===== src/rtl/q_ao_unit_if.sv =====
// Signal bundle for the q_ao_unit AO21 self-check cell: a/b/c operands in,
// three variant results, the cross-check flag and per-variant rising-edge counters out.
interface q_ao_unit_if #(
    parameter int CNT_W = 16
);
    logic             a;
    logic             b;
    logic             c;
    logic             w1;
    logic             w3;
    logic             w5;
    logic             mismatch;
    logic [CNT_W-1:0] cnt1;
    logic [CNT_W-1:0] cnt3;
    logic [CNT_W-1:0] cnt5;

    modport master (
        output a, b, c,
        input  w1, w3, w5, mismatch, cnt1, cnt3, cnt5
    );

    modport slave (
        input  a, b, c,
        output w1, w3, w5, mismatch, cnt1, cnt3, cnt5
    );
endinterface


===== src/rtl/q_ao_unit.sv =====
// Two-stage AO21 unit, w = (a & b) | c, built as three independent netlists and cross-checked.
// Optional per-variant saturating rising-edge counters are built when Q_AO_EDGE_COUNT_EN is defined.
module q_ao_unit (
    input  logic         clk,
    input  logic         rst,
    q_ao_unit_if.slave   bus
);
    logic a_q;
    logic b_q;
    logic c_q;

    // NOTE: every register uses <= so all flops sample pre-edge values and no ordering races exist.
    always_ff @(posedge clk) begin
        if (rst) begin
            a_q <= 1'b0;
            b_q <= 1'b0;
            c_q <= 1'b0;
        end else begin
            a_q <= bus.a;
            b_q <= bus.b;
            c_q <= bus.c;
        end
    end

    // Variant 1: discrete AND2 into OR2.
    (* keep = "true" *) wire v1_and;
    (* keep = "true" *) wire v1;
    and u_v1_and (v1_and, a_q, b_q);
    or  u_v1_or  (v1, v1_and, c_q);

    // Variant 3: NAND2-NAND2 form with the OR input inverted.
    (* keep = "true" *) wire v3_nab;
    (* keep = "true" *) wire v3_nc;
    (* keep = "true" *) wire v3;
    nand u_v3_nab (v3_nab, a_q, b_q);
    not  u_v3_nc  (v3_nc, c_q);
    nand u_v3_out (v3, v3_nab, v3_nc);

    // Variant 5: AOI21 complex gate followed by an output inverter.
    (* keep = "true" *) wire v5_aoi;
    (* keep = "true" *) wire v5;
    assign v5_aoi = ~((a_q & b_q) | c_q);
    not u_v5_inv (v5, v5_aoi);

    logic mismatch_d;
    assign mismatch_d = (v1 ^ v3) | (v1 ^ v5);

    always_ff @(posedge clk) begin
        if (rst) begin
            bus.w1       <= 1'b0;
            bus.w3       <= 1'b0;
            bus.w5       <= 1'b0;
            bus.mismatch <= 1'b0;
        end else begin
            bus.w1       <= v1;
            bus.w3       <= v3;
            bus.w5       <= v5;
            bus.mismatch <= mismatch_d;
        end
    end

`ifdef Q_AO_EDGE_COUNT_EN
    // A rise is seen when the registered output is 0 and its next value is 1;
    // reset clears the counters directly, so the forced 1->0 never counts.
    always_ff @(posedge clk) begin
        if (rst) begin
            bus.cnt1 <= '0;
            bus.cnt3 <= '0;
            bus.cnt5 <= '0;
        end else begin
            if (!bus.w1 && v1 && (bus.cnt1 != '1)) bus.cnt1 <= bus.cnt1 + 1'b1;
            if (!bus.w3 && v3 && (bus.cnt3 != '1)) bus.cnt3 <= bus.cnt3 + 1'b1;
            if (!bus.w5 && v5 && (bus.cnt5 != '1)) bus.cnt5 <= bus.cnt5 + 1'b1;
        end
    end
`else
    assign bus.cnt1 = '0;
    assign bus.cnt3 = '0;
    assign bus.cnt5 = '0;
`endif

endmodule


===== src/flat_wrapper.sv =====
// flat-port wrapper written by rule: the top's interface ports become plain ports
module q_ao_unit_flat 
  (clk, rst, bus_a, bus_b, bus_c, bus_w1, bus_w3, bus_w5, bus_mismatch, bus_cnt1, bus_cnt3, bus_cnt5);
  q_ao_unit_if #(.CNT_W((16))) bus_i ();
  input  logic clk;
  input  logic rst;
  input wire logic [$bits(bus_i.a)-1:0] bus_a;
  input wire logic [$bits(bus_i.b)-1:0] bus_b;
  input wire logic [$bits(bus_i.c)-1:0] bus_c;
  output wire logic [$bits(bus_i.w1)-1:0] bus_w1;
  output wire logic [$bits(bus_i.w3)-1:0] bus_w3;
  output wire logic [$bits(bus_i.w5)-1:0] bus_w5;
  output wire logic [$bits(bus_i.mismatch)-1:0] bus_mismatch;
  output wire logic [$bits(bus_i.cnt1)-1:0] bus_cnt1;
  output wire logic [$bits(bus_i.cnt3)-1:0] bus_cnt3;
  output wire logic [$bits(bus_i.cnt5)-1:0] bus_cnt5;
  assign bus_i.a = bus_a;
  assign bus_i.b = bus_b;
  assign bus_i.c = bus_c;
  assign bus_w1 = bus_i.w1;
  assign bus_w3 = bus_i.w3;
  assign bus_w5 = bus_i.w5;
  assign bus_mismatch = bus_i.mismatch;
  assign bus_cnt1 = bus_i.cnt1;
  assign bus_cnt3 = bus_i.cnt3;
  assign bus_cnt5 = bus_i.cnt5;
  q_ao_unit u_core (.clk(clk), .rst(rst), .bus(bus_i));
endmodule

===== config.mk =====
export PLATFORM = sky130hd
export DESIGN_NAME = q_ao_unit_flat
export DESIGN_NICKNAME = d
export VERILOG_FILES = /design/src/rtl/q_ao_unit_if.sv /design/src/rtl/q_ao_unit.sv /design/src/flat_wrapper.sv
export SDC_FILE = /design/constraint.sdc
export NUM_CORES = 1
export LEC_CHECK = 0
export CAP_MARGIN = 20
export CORE_MARGIN = 2
export CORE_UTILIZATION = 25
export DETAILED_ROUTE_END_ITERATION = 8
export PLACE_DENSITY_LB_ADDON = 0.2
export SYNTH_ARGS = -nofsm -noshare
export SYNTH_HDL_FRONTEND = slang
export SYNTH_SLANG_ARGS = --single-unit

===== constraint.sdc =====
create_clock -name clk -period 0.8 [get_ports clk]
set_input_delay 0.16 -clock clk [delete_from_list [all_inputs] [get_ports clk]]
set_output_delay 0.16 -clock clk [all_outputs]
set_load 0.01 [all_outputs]

==> impl_metrics.env, run 1 <==
export IMPL_floorplan_initialDensity_pct=25.9
export IMPL_n_antenna_cell=0
export IMPL_peakVddDrop_mv=0.685
export IMPL_cts_tree="yes"
export IMPL_drtIter0Drc=1
export IMPL_cp_num_buf_inv=1
export IMPL_final_area_um2=408
export IMPL_avgSynthCellArea_um2=8.16
export IMPL_slew_viol_final=0
export IMPL_critPathTopFamily="flip-flops"
export IMPL_crit_arrival_ns=0.69
export IMPL_fin_nets=75
export IMPL_vias=220
export IMPL_end_kind="output pin"
export IMPL_drc=0
export IMPL_switching_share_pct=34.1
export IMPL_power_total_uw=618
export IMPL_grt_overflow=0
export IMPL_fin_crit_ns=0.848
export IMPL_grt_pass1_vias=121
export IMPL_gp_congestion=0.534
export IMPL_h_tree_depth=1
export IMPL_routed_wl_um=420
export IMPL_worstPathCellList="buf_2"
export IMPL_seqPwrFrac_pct=35.0
export IMPL_p_sw_uw=211
export IMPL_final_hold_viol_count=0
export IMPL_fillCellCount=230
export IMPL_firstDrtPassIters=2
export IMPL_clk_insertion_delay_late_ns=0.24
export IMPL_cts_root_buf="clkbuf_4"
export IMPL_clock_sinks=4
export IMPL_dp_hpwl_um=370
export IMPL_combPwrFrac_pct=23.5
export IMPL_die_w_um=48.6
export IMPL_antenna_left=0
export IMPL_dieArea_um2=2360
export IMPL_netlist_area_um2=498
export IMPL_cts_clk_slew_worst_paths_ns=0.04
export IMPL_p_leak_nw=0.247
export IMPL_internal_power_uw=408
export IMPL_p_clk_share_pct=41.5
export IMPL_fmax_mhz=1180
export IMPL_fin_ws_ns=-0.0478
export IMPL_crit_type="reg -> out"
export IMPL_grt_max_degree=5
export IMPL_drv_cap=0
export IMPL_drt_vias_per_instance=2.32
export IMPL_wl_per_cell_um=4.42
export IMPL_drive_gt1_share_pct=11.8
export IMPL_critical_path_required_ns=0.64
export IMPL_slowest_delay_ns=0.32
export IMPL_r2r_slack_ns=0.21
export IMPL_crit_path_max_fanout=3
export IMPL_rsz0062_at_grt="yes"
export IMPL_min_path_type="reg -> reg"
export IMPL_utilization_pct=21.2
export IMPL_io_pins=57
export IMPL_syn_to_final_growth_pct=-18.1
export IMPL_pwr_density_cell_nw_per_um2=1520
export IMPL_io_buffers=7
export IMPL_antenna_found_initial=0
export IMPL_cts_path_max_buffers=2
export IMPL_skew_ns=0.00812
export IMPL_rows=16
export IMPL_holdWs_ns=0.459
export IMPL_cts_buffers=3
export IMPL_grt_pass1_wl_um=407
export IMPL_die_h_um=48.6
export IMPL_violations="setup timing"
export IMPL_crit_path_top_delay_cell="dfxtp_2"
export IMPL_setup_viol=3
export IMPL_startpoint_type="flip-flop"
export IMPL_finalCritPeriodShare_pct=106
export IMPL_core_area_um2=1920
export IMPL_post_dp_cell_area_um2=399
export IMPL_synthCells=61
export IMPL_yosysWarnings=0
export IMPL_run_status="finished, violations left"
export IMPL_final_setup_tns_ns=-0.139
export IMPL_grt_usage_pct=2.53
## cells in the final DEF (no fill, tap or decap)
cell	n
dfxtp_1	3
clkbuf_4	3
a21oi_2	1
conb_1	49
dfxtp_2	1
clkdlybuf4s50_1	4
buf_2	3
nor2_1	1
nor2b_1	3
## sequential cells by signal, indices dropped and copies added (netlist names)
| register | cells |
|---|---|
| u_core.b_q | 1 |
| u_core.bus.w3 | 1 |
| u_core.a_q | 1 |
| u_core.c_q | 1 |
## metal layers
metal  GRT usage (%)  routed length (um)  vias to the layer above
met2            2.74                 185                       32
met5               0                   0                        -
li1                -                   -                       98
met4            2.86                   0                        0
met1            2.64                 123                       90
met3            2.16                 111                        0
## power groups by stage
stage	Sequential, mW	Clock (mW)	Combinational, mW
after floorplan	0.220	0	0.295
after global placement	0.219	0	0.149
after detailed placement	0.220	0	0.148
after CTS	0.217	0.263	0.141
after global routing	0.217	0.268	0.160
final	0.216	0.256	0.145
## final cells by class
class                           count  area [um2]  share of cell area [%]
Sequential cell                     4        81.3                    19.9
Multi-Input combinational cell     54         215                    52.8
Clock buffer                        3        22.5                    5.52
Timing Repair Buffer                7        55.1                    13.5
Tap cell                           27        33.8                    8.28
## stage by stage
| stage | worst slack, ns | std cells |
|---|---|---|
| after floorplan | 0.133 | 109 |
| after global placement | -0.223 | 92 |
| after detailed placement | -0.234 | 92 |
| after CTS | -0.0539 | 95 |
| after global routing | -0.0657 | 95 |
| final | -0.0478 | 95 |
## path summary, 6_finish.rpt
path                       from            end  depth (start not counted)
setup reg to reg     u_core.a_q  u_core.bus.w3                          2
hold reg to reg      u_core.c_q  u_core.bus.w3                          2
hold / removal       u_core.c_q  u_core.bus.w3                          2
setup / recovery  u_core.bus.w3         bus_w1                          1
## what timing repair did
item | in CTS | in global routing
resized for setup | 13 | 0
cloned | 0 | 0
endpoints found under the setup margin | 3 | 3
hold buffers | 0 | 0
setup buffers | 0 | 0
(Power assumes the default switching activity.)
==> run 2: changes to the inputs <==
Settings changed: GPL_ROUTABILITY_DRIVEN set to 0.
==> results of run 2 <==
The final DEF is identical to that of run 1; final timing and power are the same.
==> run 3: changes to the inputs <==
Settings changed: HOLD_SLACK_MARGIN set to 0.02.
==> results of run 3 <==
The final DEF is identical to that of run 1; final timing and power are the same.
